==> src/rtl/cpu_pkg.sv <==
// Shared CPU-side definitions: instruction bus widths and the imem arbiter owner encoding.
package cpu_pkg;
  localparam int IADDRWIDTH = 16;
  localparam int IWIDTH     = 16;

  typedef enum logic {
    OWN_CPU  = 1'b0,
    OWN_HOST = 1'b1
  } arb_owner_t;
endpackage

==> src/rtl/imem_arb_burst_ctr.sv <==
// Host burst limiter: counts consecutive host grants taken while the cpu is waiting and
// withdraws host priority once the limit is reached.
module imem_arb_burst_ctr #(
  parameter int HOST_MAX_BURST = 4
) (
  input  logic clk,
  input  logic rst,
  input  logic cpu_req,
  input  logic host_valid,
  input  logic grant_cpu,
  input  logic grant_host,
  output logic host_allowed
);
  localparam logic [3:0] LIMIT = 4'(HOST_MAX_BURST);

  logic [3:0] burst_cnt;

  assign host_allowed = (burst_cnt < LIMIT);

  // A host grant under contention only happens while burst_cnt < LIMIT, so the count tops out at LIMIT.
  always_ff @(posedge clk) begin
    if (rst)                        burst_cnt <= '0;
    else if (grant_cpu || !host_valid) burst_cnt <= '0;
    else if (grant_host && cpu_req) burst_cnt <= burst_cnt + 4'd1;
  end
endmodule

==> src/rtl/imem_arbiter.sv <==
// Single-port instruction memory arbiter between cpu fetch and a host loader/debug port.
// Optional IMEM_ARB_STATS_EN adds stall / host-grant statistics counters with stat_clr.
module imem_arbiter
  import cpu_pkg::*;
#(
  parameter int AW             = IADDRWIDTH,
  parameter int DW             = IWIDTH,
  parameter int HOST_MAX_BURST = 4
) (
  input  logic          clk,
  input  logic          rst,
  input  logic          cpu_req,
  input  logic [AW-1:0] cpu_addr,
  output logic          cpu_stall,
  output logic          cpu_rvalid,
  output logic [DW-1:0] cpu_rdata,
  input  logic          host_valid,
  input  logic          host_we,
  input  logic [AW-1:0] host_addr,
  input  logic [DW-1:0] host_wdata,
  output logic          host_ready,
  output logic          host_rvalid,
  output logic [DW-1:0] host_rdata,
`ifdef IMEM_ARB_STATS_EN
  input  logic          stat_clr,
  output logic [31:0]   stat_cpu_stalls,
  output logic [31:0]   stat_host_grants,
`endif
  output logic          mem_en,
  output logic          mem_we,
  output logic [AW-1:0] mem_addr,
  output logic [DW-1:0] mem_wdata,
  input  logic [DW-1:0] mem_rdata
);
  logic       grant_cpu, grant_host, host_allowed;
  logic       rd_pend;
  arb_owner_t owner;

  assign grant_host = !rst && host_valid && (!cpu_req || host_allowed);
  assign grant_cpu  = !rst && cpu_req && !grant_host;

  imem_arb_burst_ctr #(.HOST_MAX_BURST(HOST_MAX_BURST)) u_burst (
    .clk          (clk),
    .rst          (rst),
    .cpu_req      (cpu_req),
    .host_valid   (host_valid),
    .grant_cpu    (grant_cpu),
    .grant_host   (grant_host),
    .host_allowed (host_allowed)
  );

  assign host_ready = grant_host;
  assign cpu_stall  = cpu_req && !grant_cpu;
  assign mem_en     = grant_cpu || grant_host;
  assign mem_we     = grant_host && host_we;
  assign mem_addr   = grant_host ? host_addr  : cpu_addr;
  assign mem_wdata  = grant_host ? host_wdata : '0;

  always_ff @(posedge clk) begin
    if (rst) begin
      owner   <= OWN_CPU;
      rd_pend <= 1'b0;
    end else begin
      rd_pend <= grant_cpu || (grant_host && !host_we);
      if (grant_host)     owner <= OWN_HOST;
      else if (grant_cpu) owner <= OWN_CPU;
    end
  end

  // Gating with rst drops a read already in flight when reset is raised.
  assign cpu_rvalid  = rd_pend && !rst && (owner == OWN_CPU);
  assign host_rvalid = rd_pend && !rst && (owner == OWN_HOST);
  assign cpu_rdata   = mem_rdata;
  assign host_rdata  = mem_rdata;

`ifdef IMEM_ARB_STATS_EN
  always_ff @(posedge clk) begin
    if (rst || stat_clr) begin
      stat_cpu_stalls  <= '0;
      stat_host_grants <= '0;
    end else begin
      if (cpu_stall && (stat_cpu_stalls != '1))   stat_cpu_stalls  <= stat_cpu_stalls + 32'd1;
      if (grant_host && (stat_host_grants != '1)) stat_host_grants <= stat_host_grants + 32'd1;
    end
  end
`endif
endmodule
==> config.mk <==
export PLATFORM = sky130hd
export DESIGN_NAME = imem_arbiter
export DESIGN_NICKNAME = d
export VERILOG_FILES = /design/src/rtl/cpu_pkg.sv /design/src/rtl/imem_arb_burst_ctr.sv /design/src/rtl/imem_arbiter.sv
export SDC_FILE = /design/constraint.sdc
export NUM_CORES = 1
export LEC_CHECK = 0
export CORE_AREA = 2 2 54 56
export DETAILED_ROUTE_END_ITERATION = 7
export DIE_AREA = 0 0 56 58
export DONT_BUFFER_PORTS = 1
export GPL_TIMING_DRIVEN = 0
export PLACE_DENSITY = 0.54
export SLEW_MARGIN = 20
export SYNTH_ARGS = -nofsm -noshare
export SYNTH_HDL_FRONTEND = slang
export SYNTH_HIERARCHICAL = 1
export SYNTH_SLANG_ARGS = --single-unit
==> constraint.sdc <==
create_clock -name clk -period 3.5 [get_ports clk]
set_input_delay 0.175 -clock clk [delete_from_list [all_inputs] [get_ports clk]]
set_output_delay 0.175 -clock clk [all_outputs]
set_load 0.01 [all_outputs]
==> results of run 1 <==
==> worst max-delay path by stage <==
stage	slack, ps	from	depth (start not counted)	to
2_1_floorplan	1850	u_burst/burst_cnt[2]$_SDFFE_PP0P_	8	u_burst/burst_cnt[3]$_SDFFE_PP0P_
3_3_place_gp	1700	u_burst/burst_cnt[2]$_SDFFE_PP0P_	8	u_burst/burst_cnt[3]$_SDFFE_PP0P_
3_5_place_dp	1640	u_burst/burst_cnt[2]$_SDFFE_PP0P_	8	u_burst/burst_cnt[3]$_SDFFE_PP0P_
4_1_cts	1630	u_burst/burst_cnt[2]$_SDFFE_PP0P_	8	u_burst/burst_cnt[3]$_SDFFE_PP0P_
5_1_grt	1440	u_burst/burst_cnt[2]$_SDFFE_PP0P_	8	u_burst/burst_cnt[3]$_SDFFE_PP0P_
6_report	1620	u_burst/burst_cnt[2]$_SDFFE_PP0P_	8	u_burst/burst_cnt[3]$_SDFFE_PP0P_
==> flip-flops by register name, indices dropped and copies added (netlist names) <==
| name | count |
|---|---|
| owner | 1 |
| rd_pend | 1 |
| u_burst/burst_cnt | 4 |
==> layout by cell type, fill, tap and decap left out, drive strengths merged <==
master       synthesis  final
ha                   1      1
inv                  1      1
buf                 34     34
clkbuf               0      3
or3b                 1      1
nand3b               1      1
nand2                3      3
dlygate4sd3          0      1
nor2                 7      7
a21oi                5      5
dfxtp                6      6
xor2                 2      2
o21ai                1      1
or3                  1      1
nand2b               1      1
nand3                3      3
nor3b                1      1
mux2                16     16
and3b                1      1
and2                18     18
nor2b                3      3
==> power groups by stage <==
| stage | logic (mW) | registers [mW] | clock network [mW] |
|---|---|---|---|
| floorplan | 0.0950 | 0.0723 | 0 |
| global placement | 0.103 | 0.0724 | 0 |
| detailed placement | 0.103 | 0.0725 | 0 |
| CTS | 0.104 | 0.0713 | 0.0655 |
| global route | 0.108 | 0.0714 | 0.0700 |
| finish | 0.103 | 0.0712 | 0.0622 |
==> synthesized netlist by cell type <==
| cell type | number |
|---|---|
| sky130_fd_sc_hd__nand2_2 | 1 |
| sky130_fd_sc_hd__nor2b_1 | 3 |
| sky130_fd_sc_hd__or3b_2 | 1 |
| sky130_fd_sc_hd__buf_4 | 33 |
| sky130_fd_sc_hd__mux2_2 | 6 |
| sky130_fd_sc_hd__nand3_1 | 3 |
| sky130_fd_sc_hd__nor2_1 | 7 |
| sky130_fd_sc_hd__a21oi_1 | 5 |
| sky130_fd_sc_hd__mux2_4 | 10 |
| sky130_fd_sc_hd__ha_1 | 1 |
| sky130_fd_sc_hd__inv_1 | 1 |
| sky130_fd_sc_hd__o21ai_0 | 1 |
| sky130_fd_sc_hd__and2_1 | 18 |
| sky130_fd_sc_hd__dfxtp_1 | 6 |
| sky130_fd_sc_hd__or3_1 | 1 |
| sky130_fd_sc_hd__nand2_1 | 2 |
| sky130_fd_sc_hd__nand2b_2 | 1 |
| sky130_fd_sc_hd__and3b_1 | 1 |
| sky130_fd_sc_hd__buf_6 | 1 |
| sky130_fd_sc_hd__nor3b_1 | 1 |
| sky130_fd_sc_hd__xor2_1 | 2 |
| sky130_fd_sc_hd__nand3b_4 | 1 |
==> cell type report <==
type,count,area (µm²)
Fill cell,282,1680
Inverter,1,3.75
Tap cell,31,38.8
Clock buffer,3,22.5
Multi-Input combinational cell,65,524
Buffer,34,259
Timing Repair Buffer,1,10.0
Sequential cell,6,120
==> cells by family (layout without fill, tap and decap cells) <==
group / after synthesis / in the layout
compound gates: 6 / 6
xor+xnor: 2 / 2
fa+ha+maj: 1 / 1
buf+inv: 35 / 39
flops: 6 / 6
mux: 16 / 16
simple gates: 40 / 40
==> what timing repair did <==
item	in CTS	in global routing
hold endpoints to repair	2	0
hold buffers	1	0
resized for setup	0	0
==> per-layer routing <==
layer | up-vias | share of wire [%] | global-route usage [%]
met3 | 0 | 14 | 4.24
li1 | 324 | - | -
met4 | 0 | 0 | 1.02
met2 | 76 | 53 | 19.8
met1 | 307 | 33 | 11.1
met5 | - | 0 | 0
==> stage by stage <==
step,instance area (µm²),power (mW),hold slack (ps),std cells,worst slack (ps)
6_report,978,0.236,93.8,141,1620
5_1_grt,978,0.250,94.4,141,1440
4_1_cts,978,0.241,86.0,141,1630
3_5_place_dp,946,0.175,251,137,1640
3_3_place_gp,946,0.175,251,137,1700
2_1_floorplan,907,0.167,247,106,1850
==> critical path: stages (launching register included) <==
cell and delay [ps]:
sky130_fd_sc_hd__dfxtp_1 330, sky130_fd_sc_hd__nor2_1 170, sky130_fd_sc_hd__nand2b_2 180, sky130_fd_sc_hd__nand3b_4 140
sky130_fd_sc_hd__inv_1 190, sky130_fd_sc_hd__buf_4 220, sky130_fd_sc_hd__nand2_2 90, sky130_fd_sc_hd__or3_1 340
sky130_fd_sc_hd__a21oi_1 140
==> impl_table.tex, run 1 <==
\begin{tabular}{lr}
\hline
Metric & Value \\
\hline
\multicolumn{2}{l}{\textbf{Status}} \\
\quad Outcome & finished clean \\
\multicolumn{2}{l}{\textbf{Clocking}} \\
\quad Setup Fix Bufs, Post-CTS & 0 \\
\quad TritonCTS Sinks & 6 \\
\quad TritonCTS clock tree & done \\
\quad Number of buffers on the longest clock path & 2 \\
\quad Clock-pin slew of the registers on the worst-case setup and hold paths & 40 ps \\
\quad CTS H-Tree Depth & 1 \\
\quad Number of CTS-inserted buffers & 3 \\
\quad Worst-skew pair later-pin latency & 240 ps \\
\quad Clock Root Buffer & sky130\_fd\_sc\_hd\_\_clkbuf\_4 \\
\multicolumn{2}{l}{\textbf{Timing}} \\
\quad Setup Skew & 1.92 ps \\
\quad Setup repair after global routing missed its margin & false \\
\quad Slew margin rel. & 70.2\% \\
\quad Slew Viols, Final & 0 \\
\quad Total setup violations reported at the end of the flow & 0 \\
\quad Highest clock frequency the design can meet & 532 MHz \\
\quad Actual slew at the worst max-slew pin & 446 ps \\
\quad Final-report hold violation count & 0 \\
\quad Final TNS setup & 0 ps \\
\quad Final Critical Period & 1880 ps \\
\quad Crit share post-route & 53.7\% \\
\multicolumn{2}{l}{\textbf{GRT}} \\
\quad Global-route usage over all layers & 10.4\% \\
\quad Number of global-route vias before repair & 582 \\
\quad Pin count of the biggest net entering global routing & 14 \\
\quad Total overflow reported by the global router & 0 \\
\quad Antenna violations before repair & 0 \\
\quad Global-route wire length before repair & 2650 µm \\
\multicolumn{2}{l}{\textbf{Drt}} \\
\quad Detailed Route Iter0 Violations & 6 \\
\quad Final wirelength & 2090 µm \\
\quad Via count & 707 \\
\quad Average wire length per cell after detail routing & 14.8 µm \\
\quad Number of vias per cell after detailed routing & 5.01 \\
\quad TritonRoute pass-1 iters & 4 \\
\quad Detailed-route DRC error count & 0 \\
\quad Number of antenna-violating nets in the routed design & 0 \\
\multicolumn{2}{l}{\textbf{Synth}} \\
\quad Post-synthesis compound-gate area fraction & 3.31\% \\
\quad Count of cell types in the netlist & 22 \\
\quad Cell types occupying the most area after synthesis & sky130\_fd\_sc\_hd\_\_buf\_4 27\%, sky130\_fd\_sc\_hd\_\_mux2\_4 17\%, sky130\_fd\_sc\_hd\_\_dfxtp\_1 13\% \\
\quad Post-Synth Simple-Gate Area & 27.2\% \\
\quad Warnings, synthesis & 6 \\
\quad Cell taking the most area after synthesis & sky130\_fd\_sc\_hd\_\_buf\_4 \\
\quad Multiplexer share of the synthesized area & 24.0\% \\
\quad Number of instances in the synthesized netlist & 106 \\
\quad Share of synthesized area occupied by flip-flops and latches & 13.2\% \\
\quad Syn Nets & 176 \\
\quad Yosys top cell area share & 27.3\% \\
\quad Mean area per synthesized cell & 8.56 µm² \\
\quad XOR/XNOR Fraction of Synth Area & 1.93\% \\
\quad Synthesized flop and latch total & 6 \\
\quad Main combinational cell family by area after synthesis & buffers and inverters \\
\quad Post-synthesis share of cell area spent on full adders, half adders and majority gates & 1.38\% \\
\quad Post-Synthesis Cell Area & 907 µm² \\
\multicolumn{2}{l}{\textbf{Worst setup path}} \\
\quad Endpoint class of the critical path & register \\
\quad Register-to-Register Path Depth & 8 \\
\quad Startpoint types & register \\
\quad Worst-case register-to-register setup slack & 1620 ps \\
\quad Crit Path Max Fanout & 13 \\
\quad Worst R2R End & u\_burst/burst\_cnt[3]\$\_SDFFE\_PP0P\_ \\
\quad Critical register-to-register path startpoint & u\_burst/burst\_cnt[2]\$\_SDFFE\_PP0P\_ \\
\quad Arrival @ worst endpoint & 2050 ps \\
\quad Required time reported for the critical path endpoint & 3670 ps \\
\quad Classification of the worst setup path & reg -> reg \\
\multicolumn{2}{l}{\textbf{Pwr}} \\
\quad P\_sw & 0.0729 mW \\
\quad Peak supply drop & 0.000248 V \\
\quad Power density of the placed cells & 241 nW/µm² \\
\quad Cell internal pwr & 0.163 mW \\
\quad Sequential fraction of design power & 30.2\% \\
\quad Switching Fraction & 30.9\% \\
\quad Leakage power & 0.478 nW \\
\quad Combinational power share & 43.5\% \\
\quad Power share of the clock group & 26.4\% \\
\multicolumn{2}{l}{\textbf{Floorplan}} \\
\quad Effective utilization at floorplan & 34.1\% \\
\quad Number of rows created at floorplan & 19 \\
\quad DIE HEIGHT & 58 µm \\
\quad Die area & 3250 µm² \\
\quad Die Wd & 56 µm \\
\quad Number of I/O pins & 139 \\
\quad Placeable Area & 2660 µm² \\
\multicolumn{2}{l}{\textbf{Finish}} \\
\quad Number of diodes & 0 \\
\quad Layout cell share with drive strength beyond 1 & 51.8\% \\
\quad Core occupancy in the finished layout & 36.7\% \\
\quad Net count of the finished layout & 182 \\
\quad Layout area overhead & 7.86\% \\
\multicolumn{2}{l}{\textbf{Worst hold path}} \\
\quad Worst hold path type & in -> reg \\
\quad Worst hold endpoint & owner\$\_SDFFE\_PP0P\_ \\
\quad Worst hold start & host\_valid \\
\quad Number of cells on the worst hold path & 2 \\
\multicolumn{2}{l}{\textbf{Flow run}} \\
\quad Max capacitance violation total & 0 \\
\multicolumn{2}{l}{\textbf{Placement}} \\
\quad Final Wtd Congestion & 0.734 \\
\quad \# port buffers & 0 \\
\quad Post-DP HPWL & 1860 µm \\
\hline
\end{tabular}
Note: power is estimated with default switching activity, not from simulation.
==> run 2, diff against run 1 <==
Settings changed: ABC_AREA set to 1, CORE_AREA 2 2 54 56 to 2 2 53 55, DIE_AREA 0 0 56 58 to 0 0 55 57, PLACE_DENSITY 0.54 to 0.62.
Clock period 3.5 ns to 1.95 ns, I/O delays scaled along.
==> run 2 against run 1 <==
  * Clock skew grew 1.5 ps
  * Sequential cell count unchanged
  * Synthesized cell count is 66% higher
  * Sequential share of layout area fell by 1.6 points
  * Global-route usage grew 4.1 points
  * Combinational power grew 100%
  * Area after synthesis rose by 17%
  * Clock power rose by 82%
  * Critical endpoint unchanged
  * Highest routed layer is now met4
  * Sequential power rose by 81%
  * Total power increased by 91%
==> impl_table.tex, run 2 <==
\begin{tabular}{lr}
\hline
Metric & Value \\
\hline
\multicolumn{2}{l}{\textbf{Worst setup path}} \\
\quad Largest stage delay on the critical path & 330 ps \\
\quad Crit path launch & u\_burst/burst\_cnt[2]\$\_SDFFE\_PP0P\_ \\
\quad Largest delay share family, worst path & simple AND/OR/NAND/NOR gates \\
\quad Critical-path cell list & nor2\_1 > inv\_1 > nand2\_2 > nand2\_2 > buf\_6 > buf\_6 > inv\_1 > nand2\_2 > nor2\_2 > nand3\_1 > nand2\_1 > nor2\_2 \\
\quad Required time reported for the critical path endpoint & 2080 ps \\
\quad Crit Path Max Fanout & 10 \\
\quad Classification of the worst setup path & reg -> reg \\
\quad Startpoint types & register \\
\quad Critical register-to-register path startpoint & u\_burst/burst\_cnt[2]\$\_SDFFE\_PP0P\_ \\
\quad Arrival @ worst endpoint & 1850 ps \\
\quad Buf+Inv Stages, Crit Path & 4 \\
\quad Slowest cell on crit path & sky130\_fd\_sc\_hd\_\_dfxtp\_1 \\
\quad Cell type with the highest occurrence count on the critical path & sky130\_fd\_sc\_hd\_\_nand2\_2 \\
\quad Endpoint class of the critical path & register \\
\multicolumn{2}{l}{\textbf{Placement}} \\
\quad Post-Place Cells & 207 \\
\quad Post-DP HPWL & 2190 µm \\
\quad Final Wtd Congestion & 0.718 \\
\quad Post-place instance area & 1100 µm² \\
\quad \# port buffers & 0 \\
\multicolumn{2}{l}{\textbf{Timing}} \\
\quad Actual slew at the worst max-slew pin & 291 ps \\
\quad Crit share post-route & 88.5\% \\
\quad Slew margin rel. & 80.6\% \\
\quad Setup Skew & 3.43 ps \\
\quad Highest clock frequency the design can meet & 580 MHz \\
\quad Final TNS setup & 0 ps \\
\quad Final-report hold violation count & 0 \\
\quad Setup repair after global routing missed its margin & false \\
\quad Slew Viols, Final & 0 \\
\quad Total setup violations reported at the end of the flow & 0 \\
\quad Final Critical Period & 1720 ps \\
\multicolumn{2}{l}{\textbf{Synth}} \\
\quad Share of synthesized registers carrying an async set or reset & 0\% \\
\quad Mean area per synthesized cell & 6.02 µm² \\
\quad Synthesized flop and latch total & 6 \\
\quad EDFF count, synth & 0 \\
\quad Dominant cell by count in the synthesized netlist & sky130\_fd\_sc\_hd\_\_nand2\_1 \\
\quad Yosys top cell area share & 22.7\% \\
\quad Number of instances in the synthesized netlist & 176 \\
\quad Cell types occupying the most area after synthesis & sky130\_fd\_sc\_hd\_\_buf\_4 23\%, sky130\_fd\_sc\_hd\_\_nand2\_1 16\%, sky130\_fd\_sc\_hd\_\_dfxtp\_1 11\% \\
\quad Syn Nets & 246 \\
\quad Count of cell types in the netlist & 16 \\
\quad Post-synth top cells & 44 x sky130\_fd\_sc\_hd\_\_nand2\_1, 32 x sky130\_fd\_sc\_hd\_\_buf\_4, 28 x sky130\_fd\_sc\_hd\_\_inv\_1, 19 x sky130\_fd\_sc\_hd\_\_nand3\_1, 11 x sky130\_fd\_sc\_hd\_\_nor2\_2 \\
\quad Post-Synthesis Cell Area & 1060 µm² \\
\quad Synth Flop Type & sky130\_fd\_sc\_hd\_\_dfxtp\_1 \\
\quad Share of synthesized area occupied by flip-flops and latches & 11.3\% \\
\quad Cell taking the most area after synthesis & sky130\_fd\_sc\_hd\_\_buf\_4 \\
\quad Warnings, synthesis & 6 \\
\multicolumn{2}{l}{\textbf{GRT}} \\
\quad Pin count of the biggest net entering global routing & 11 \\
\quad Number of global-route vias before repair & 837 \\
\quad Global-route wire length before repair & 3460 µm \\
\quad Total overflow reported by the global router & 0 \\
\quad Antenna violations before repair & 0 \\
\quad Global-route usage over all layers & 14.4\% \\
\multicolumn{2}{l}{\textbf{Drt}} \\
\quad TritonRoute pass-1 iters & 4 \\
\quad Final wirelength & 2490 µm \\
\quad Detailed Route Iter0 Violations & 13 \\
\quad Number of antenna-violating nets in the routed design & 0 \\
\quad Detailed-route DRC error count & 0 \\
\quad Number of vias per cell after detailed routing & 4.70 \\
\quad Via count & 986 \\
\quad Average wire length per cell after detail routing & 11.9 µm \\
\multicolumn{2}{l}{\textbf{Clocking}} \\
\quad Setup Fix Bufs, Post-CTS & 0 \\
\quad Worst-skew pair later-pin latency & 240 ps \\
\quad Clock Root Buffer & sky130\_fd\_sc\_hd\_\_clkbuf\_4 \\
\quad Number of buffers on the longest clock path & 2 \\
\quad TritonCTS Sinks & 6 \\
\quad CTS H-Tree Depth & 1 \\
\quad Number of CTS-inserted buffers & 3 \\
\quad Resized Gates After CTS & 0 \\
\quad Clock-pin slew of the registers on the worst-case setup and hold paths & 50 ps \\
\quad Hold-fix buffer count after cts & 0 \\
\quad TritonCTS clock tree & done \\
\multicolumn{2}{l}{\textbf{Finish}} \\
\quad Final Instance Count excl. Fillers & 210 \\
\quad Core occupancy in the finished layout & 42.9\% \\
\quad Commonest cells after routing, fill and taps aside & 44 x sky130\_fd\_sc\_hd\_\_nand2\_1, 32 x sky130\_fd\_sc\_hd\_\_buf\_4, 28 x sky130\_fd\_sc\_hd\_\_inv\_1 \\
\quad Leading cell type in the layout, fill and taps excluded & sky130\_fd\_sc\_hd\_\_nand2\_1 \\
\quad Layout area overhead & 5.79\% \\
\quad Register with the most flip-flops & u\_burst/burst\_cnt \\
\quad Layout cell share with drive strength beyond 1 & 39.7\% \\
\quad Net count of the finished layout & 251 \\
\quad Max FFs per register & 4 \\
\quad Design area & 1120 µm² \\
\quad Number of diodes & 0 \\
\quad Largest registers in the final layout & u\_burst/burst\_cnt (4), owner (1), rd\_pend (1) \\
\multicolumn{2}{l}{\textbf{Floorplan}} \\
\quad DIE HEIGHT & 57 µm \\
\quad Die Wd & 55 µm \\
\quad Die area & 3140 µm² \\
\quad Number of I/O pins & 139 \\
\quad Placeable Area & 2620 µm² \\
\quad Effective utilization at floorplan & 40.5\% \\
\quad Number of rows created at floorplan & 19 \\
\multicolumn{2}{l}{\textbf{Pwr}} \\
\quad Total design power & 0.451 mW \\
\quad Peak supply drop & 0.000197 V \\
\quad Power density of the placed cells & 402 nW/µm² \\
\quad Leakage power & 0.660 nW \\
\multicolumn{2}{l}{\textbf{Flow run}} \\
\quad Max capacitance violation total & 0 \\
\multicolumn{2}{l}{\textbf{Status}} \\
\quad Outcome & finished clean \\
\multicolumn{2}{l}{\textbf{Worst hold path}} \\
\quad Worst hold path type & in -> reg \\
\quad Worst hold start & rst \\
\hline
\end{tabular}
-- run 2: cell type report --
| class | instances | area (µm²) |
|---|---|---|
| Buffer | 38 | 289 |
| Inverter | 32 | 120 |
| Fill cell | 271 | 1490 |
| Clock buffer | 3 | 22.5 |
| Tap cell | 31 | 38.8 |
| Multi-Input combinational cell | 100 | 531 |
| Sequential cell | 6 | 120 |
-- run 2: cell families (layout without fill, tap and decap cells) --
kind of cell | after synthesis | in the layout | share of synthesized area (%)
buffers and inverters | 70 | 73 | 38.6
AO/OA/AOI/OAI | 4 | 4 | 2.24
adder cells (fa/ha/maj) | 1 | 1 | 1.18
AND/OR/NAND/NOR | 95 | 95 | 46.6
flip-flops | 6 | 6 | 11.3
-- run 2: worst register-to-register path: cells and delay by family (launching register included) --
family                 cells  cell delay [ps]
DFF                        1              330
and+or+nand+nor            8              760
buffers and inverters      4              520
-- run 2: final timing paths --
path	end	slack, ps	cells past startpoint
worst max register to register	u_burst/burst_cnt[3]$_SDFFE_PP0P_	230	12
worst max-delay path	u_burst/burst_cnt[3]$_SDFFE_PP0P_	230	12
worst min-delay path	owner$_SDFFE_PP0P_	40	2
worst min register to register	u_burst/burst_cnt[1]$_SDFFE_PP0P_	500	2
-- run 2: metrics by stage --
stage	worst slack, ps	hold slack, ps
2_1_floorplan	419	264
3_3_place_gp	250	287
3_5_place_dp	224	287
4_1_cts	213	38.1
5_1_grt	59.5	37.4
6_report	225	42.9
-- run 2: layer usage --
layer	vias to the layer above	global-route usage [%]	routed length, µm
met2	60	26.5	1380
met4	0	5.23	3
li1	493	-	-
met5	-	0	0
met3	2	1.83	238
met1	431	16.3	869
-- run 2: power breakdown --
part / switching [mW] / internal (mW)
combinational: 0.126 / 0.0822
clock: 0.0434 / 0.0695
sequential: 0.00206 / 0.127
total: 0.172 / 0.279
==> run 3, diff against run 2 <==
Settings changed: RECOVER_POWER set to 100.
==> run 3 against run 2 <==
  * Total power down 9.4%
  * Sequential cell count unchanged
  * Cell count unchanged
  * Setup slack worse by 6.9 ps
  * Cell area down 18%
  * Critical endpoint unchanged
==> impl_table.tex, run 3 (same netlist as run 2, synthesis figures left out) <==
\begin{tabular}{lr}
\hline
Metric & Value \\
\hline
\multicolumn{2}{l}{\textbf{Status}} \\
\quad Outcome & finished clean \\
\multicolumn{2}{l}{\textbf{Clocking}} \\
\quad CTS H-Tree Depth & 1 \\
\quad Clock-pin slew of the registers on the worst-case setup and hold paths & 50 ps \\
\quad Resized Gates After CTS & 0 \\
\quad TritonCTS clock tree & done \\
\quad Setup Fix Bufs, Post-CTS & 0 \\
\quad Clock Root Buffer & sky130\_fd\_sc\_hd\_\_clkbuf\_4 \\
\quad Number of buffers on the longest clock path & 2 \\
\quad Number of CTS-inserted buffers & 3 \\
\quad TritonCTS Sinks & 6 \\
\quad Hold-fix buffer count after cts & 0 \\
\quad Worst-skew pair later-pin latency & 240 ps \\
\multicolumn{2}{l}{\textbf{Timing}} \\
\quad Setup Skew & 4.11 ps \\
\quad Crit share post-route & 88.8\% \\
\quad Final Critical Period & 1730 ps \\
\quad Total setup violations reported at the end of the flow & 0 \\
\quad Setup repair after global routing missed its margin & false \\
\quad Final TNS setup & 0 ps \\
\quad Slew Viols, Final & 0 \\
\quad Slew margin rel. & 72.8\% \\
\quad Actual slew at the worst max-slew pin & 408 ps \\
\quad Final-report hold violation count & 0 \\
\quad Highest clock frequency the design can meet & 577 MHz \\
\multicolumn{2}{l}{\textbf{Finish}} \\
\quad Net count of the finished layout & 251 \\
\quad Commonest cells after routing, fill and taps aside & 46 x sky130\_fd\_sc\_hd\_\_nand2\_1, 34 x sky130\_fd\_sc\_hd\_\_clkbuf\_1, 29 x sky130\_fd\_sc\_hd\_\_inv\_1 \\
\quad Max FFs per register & 4 \\
\quad Layout cell share with drive strength beyond 1 & 10.1\% \\
\quad Register with the most flip-flops & u\_burst/burst\_cnt \\
\quad Layout area overhead & -13.3\% \\
\quad Number of diodes & 0 \\
\quad Leading cell type in the layout, fill and taps excluded & sky130\_fd\_sc\_hd\_\_nand2\_1 \\
\quad Largest registers in the final layout & u\_burst/burst\_cnt (4), owner (1), rd\_pend (1) \\
\quad Final Instance Count excl. Fillers & 210 \\
\multicolumn{2}{l}{\textbf{Drt}} \\
\quad TritonRoute pass-1 iters & 4 \\
\quad Via count & 969 \\
\quad Detailed-route DRC error count & 0 \\
\quad Final wirelength & 2560 µm \\
\quad Number of vias per cell after detailed routing & 4.61 \\
\quad Detailed Route Iter0 Violations & 19 \\
\quad Average wire length per cell after detail routing & 12.2 µm \\
\quad Number of antenna-violating nets in the routed design & 0 \\
\multicolumn{2}{l}{\textbf{Placement}} \\
\quad Post-DP HPWL & 2190 µm \\
\quad \# port buffers & 0 \\
\quad Post-Place Cells & 207 \\
\quad Final Wtd Congestion & 0.718 \\
\multicolumn{2}{l}{\textbf{Floorplan}} \\
\quad Number of rows created at floorplan & 19 \\
\quad Die Wd & 55 µm \\
\quad DIE HEIGHT & 57 µm \\
\quad Placeable Area & 2620 µm² \\
\quad Effective utilization at floorplan & 40.5\% \\
\quad Die area & 3140 µm² \\
\quad Number of I/O pins & 139 \\
\multicolumn{2}{l}{\textbf{Worst setup path}} \\
\quad Worst-case register-to-register setup slack & 220 ps \\
\quad Classification of the worst setup path & reg -> reg \\
\quad Startpoint types & register \\
\quad Endpoint class of the critical path & register \\
\quad Required time reported for the critical path endpoint & 2080 ps \\
\quad Arrival @ worst endpoint & 1860 ps \\
\quad Crit Path Max Fanout & 10 \\
\multicolumn{2}{l}{\textbf{GRT}} \\
\quad GR Util met3 & 1.83\% \\
\quad Antenna violations before repair & 0 \\
\quad Met1 Track Usage GR & 16.3\% \\
\quad Number of global-route vias before repair & 837 \\
\quad Pin count of the biggest net entering global routing & 11 \\
\quad Global-route usage over all layers & 14.4\% \\
\quad Total overflow reported by the global router & 0 \\
\quad Most utilized layer in the global route result & met2 \\
\quad Global-route wire length before repair & 3460 µm \\
\quad Met2 routing resource usage after global routing & 26.5\% \\
\multicolumn{2}{l}{\textbf{Flow run}} \\
\quad Max capacitance violation total & 0 \\
\multicolumn{2}{l}{\textbf{Pwr}} \\
\quad Power density of the placed cells & 444 nW/µm² \\
\quad Leakage power & 0.542 nW \\
\quad Peak supply drop & 0.000190 V \\
\quad Total design power & 0.408 mW \\
\multicolumn{2}{l}{\textbf{Worst hold path}} \\
\quad Worst hold path type & in -> reg \\
\hline
\end{tabular}
run 3: changes by cell type in the layout (fill, tap and decap cells not counted):
cell                       before  now
sky130_fd_sc_hd__inv_1         28   29
sky130_fd_sc_hd__nor2_4        10    3
sky130_fd_sc_hd__clkbuf_1       0   34
sky130_fd_sc_hd__buf_4         32    0
sky130_fd_sc_hd__nand2_2        4    2
sky130_fd_sc_hd__buf_2          3    1
sky130_fd_sc_hd__nor2_1         6   22
sky130_fd_sc_hd__nor2_2        11    2
sky130_fd_sc_hd__nand2_1       44   46
sky130_fd_sc_hd__inv_2          4    3
run 3: stage by stage:
stage	area [µm²]	hold WS, ps	worst slack, ps	util, %
4_1_cts	1120	38.1	213	42.9
3_5_place_dp	1100	287	224	42.0
3_3_place_gp	1100	287	250	42.0
2_1_floorplan	1060	264	419	-
5_1_grt	918	37.4	53.0	35.1
6_report	918	41.0	218	35.1
run 3: cell type report:
class | count | area (µm²)
sequential | 6 | 120
fill | 337 | 1700
multi-input combinational | 100 | 450
tap | 31 | 38.8
inverter | 32 | 120
buffer | 38 | 166
clock buffer | 3 | 22.5
run 3: power by group:
part | internal (mW) | switching, mW
clock network | 0.0696 | 0.0439
registers | 0.127 | 0.00206
logic | 0.0501 | 0.116
total | 0.247 | 0.162
run 3: path summary, 6_finish.rpt:
check	start	end	cells past startpoint
setup / recovery	u_burst/burst_cnt[2]$_SDFFE_PP0P_	u_burst/burst_cnt[3]$_SDFFE_PP0P_	12
hold / removal	rst	owner$_SDFFE_PP0P_	2
setup reg to reg	u_burst/burst_cnt[2]$_SDFFE_PP0P_	u_burst/burst_cnt[3]$_SDFFE_PP0P_	12
hold reg to reg	u_burst/burst_cnt[1]$_SDFFE_PP0P_	u_burst/burst_cnt[1]$_SDFFE_PP0P_	2
run 3: worst max-delay path, cell delays in order (launching register included):
cell and delay, ps:
sky130_fd_sc_hd__dfxtp_1 330, sky130_fd_sc_hd__nor2_1 90, sky130_fd_sc_hd__inv_1 50, sky130_fd_sc_hd__nand2_2 160, sky130_fd_sc_hd__nand2_1 110, sky130_fd_sc_hd__buf_6 160
sky130_fd_sc_hd__buf_6 140, sky130_fd_sc_hd__inv_1 130, sky130_fd_sc_hd__nand2_1 110, sky130_fd_sc_hd__nor2_2 130, sky130_fd_sc_hd__nand3_1 90, sky130_fd_sc_hd__nand2_1 80
sky130_fd_sc_hd__nor2_2 30
run 3: per-layer routing:
| layer | wire, µm | up-vias |
|---|---|---|
| li1 | - | 492 |
| met1 | 945 | 421 |
| met2 | 1390 | 56 |
| met3 | 224 | 0 |
| met4 | 0 | 0 |
| met5 | 0 | - |
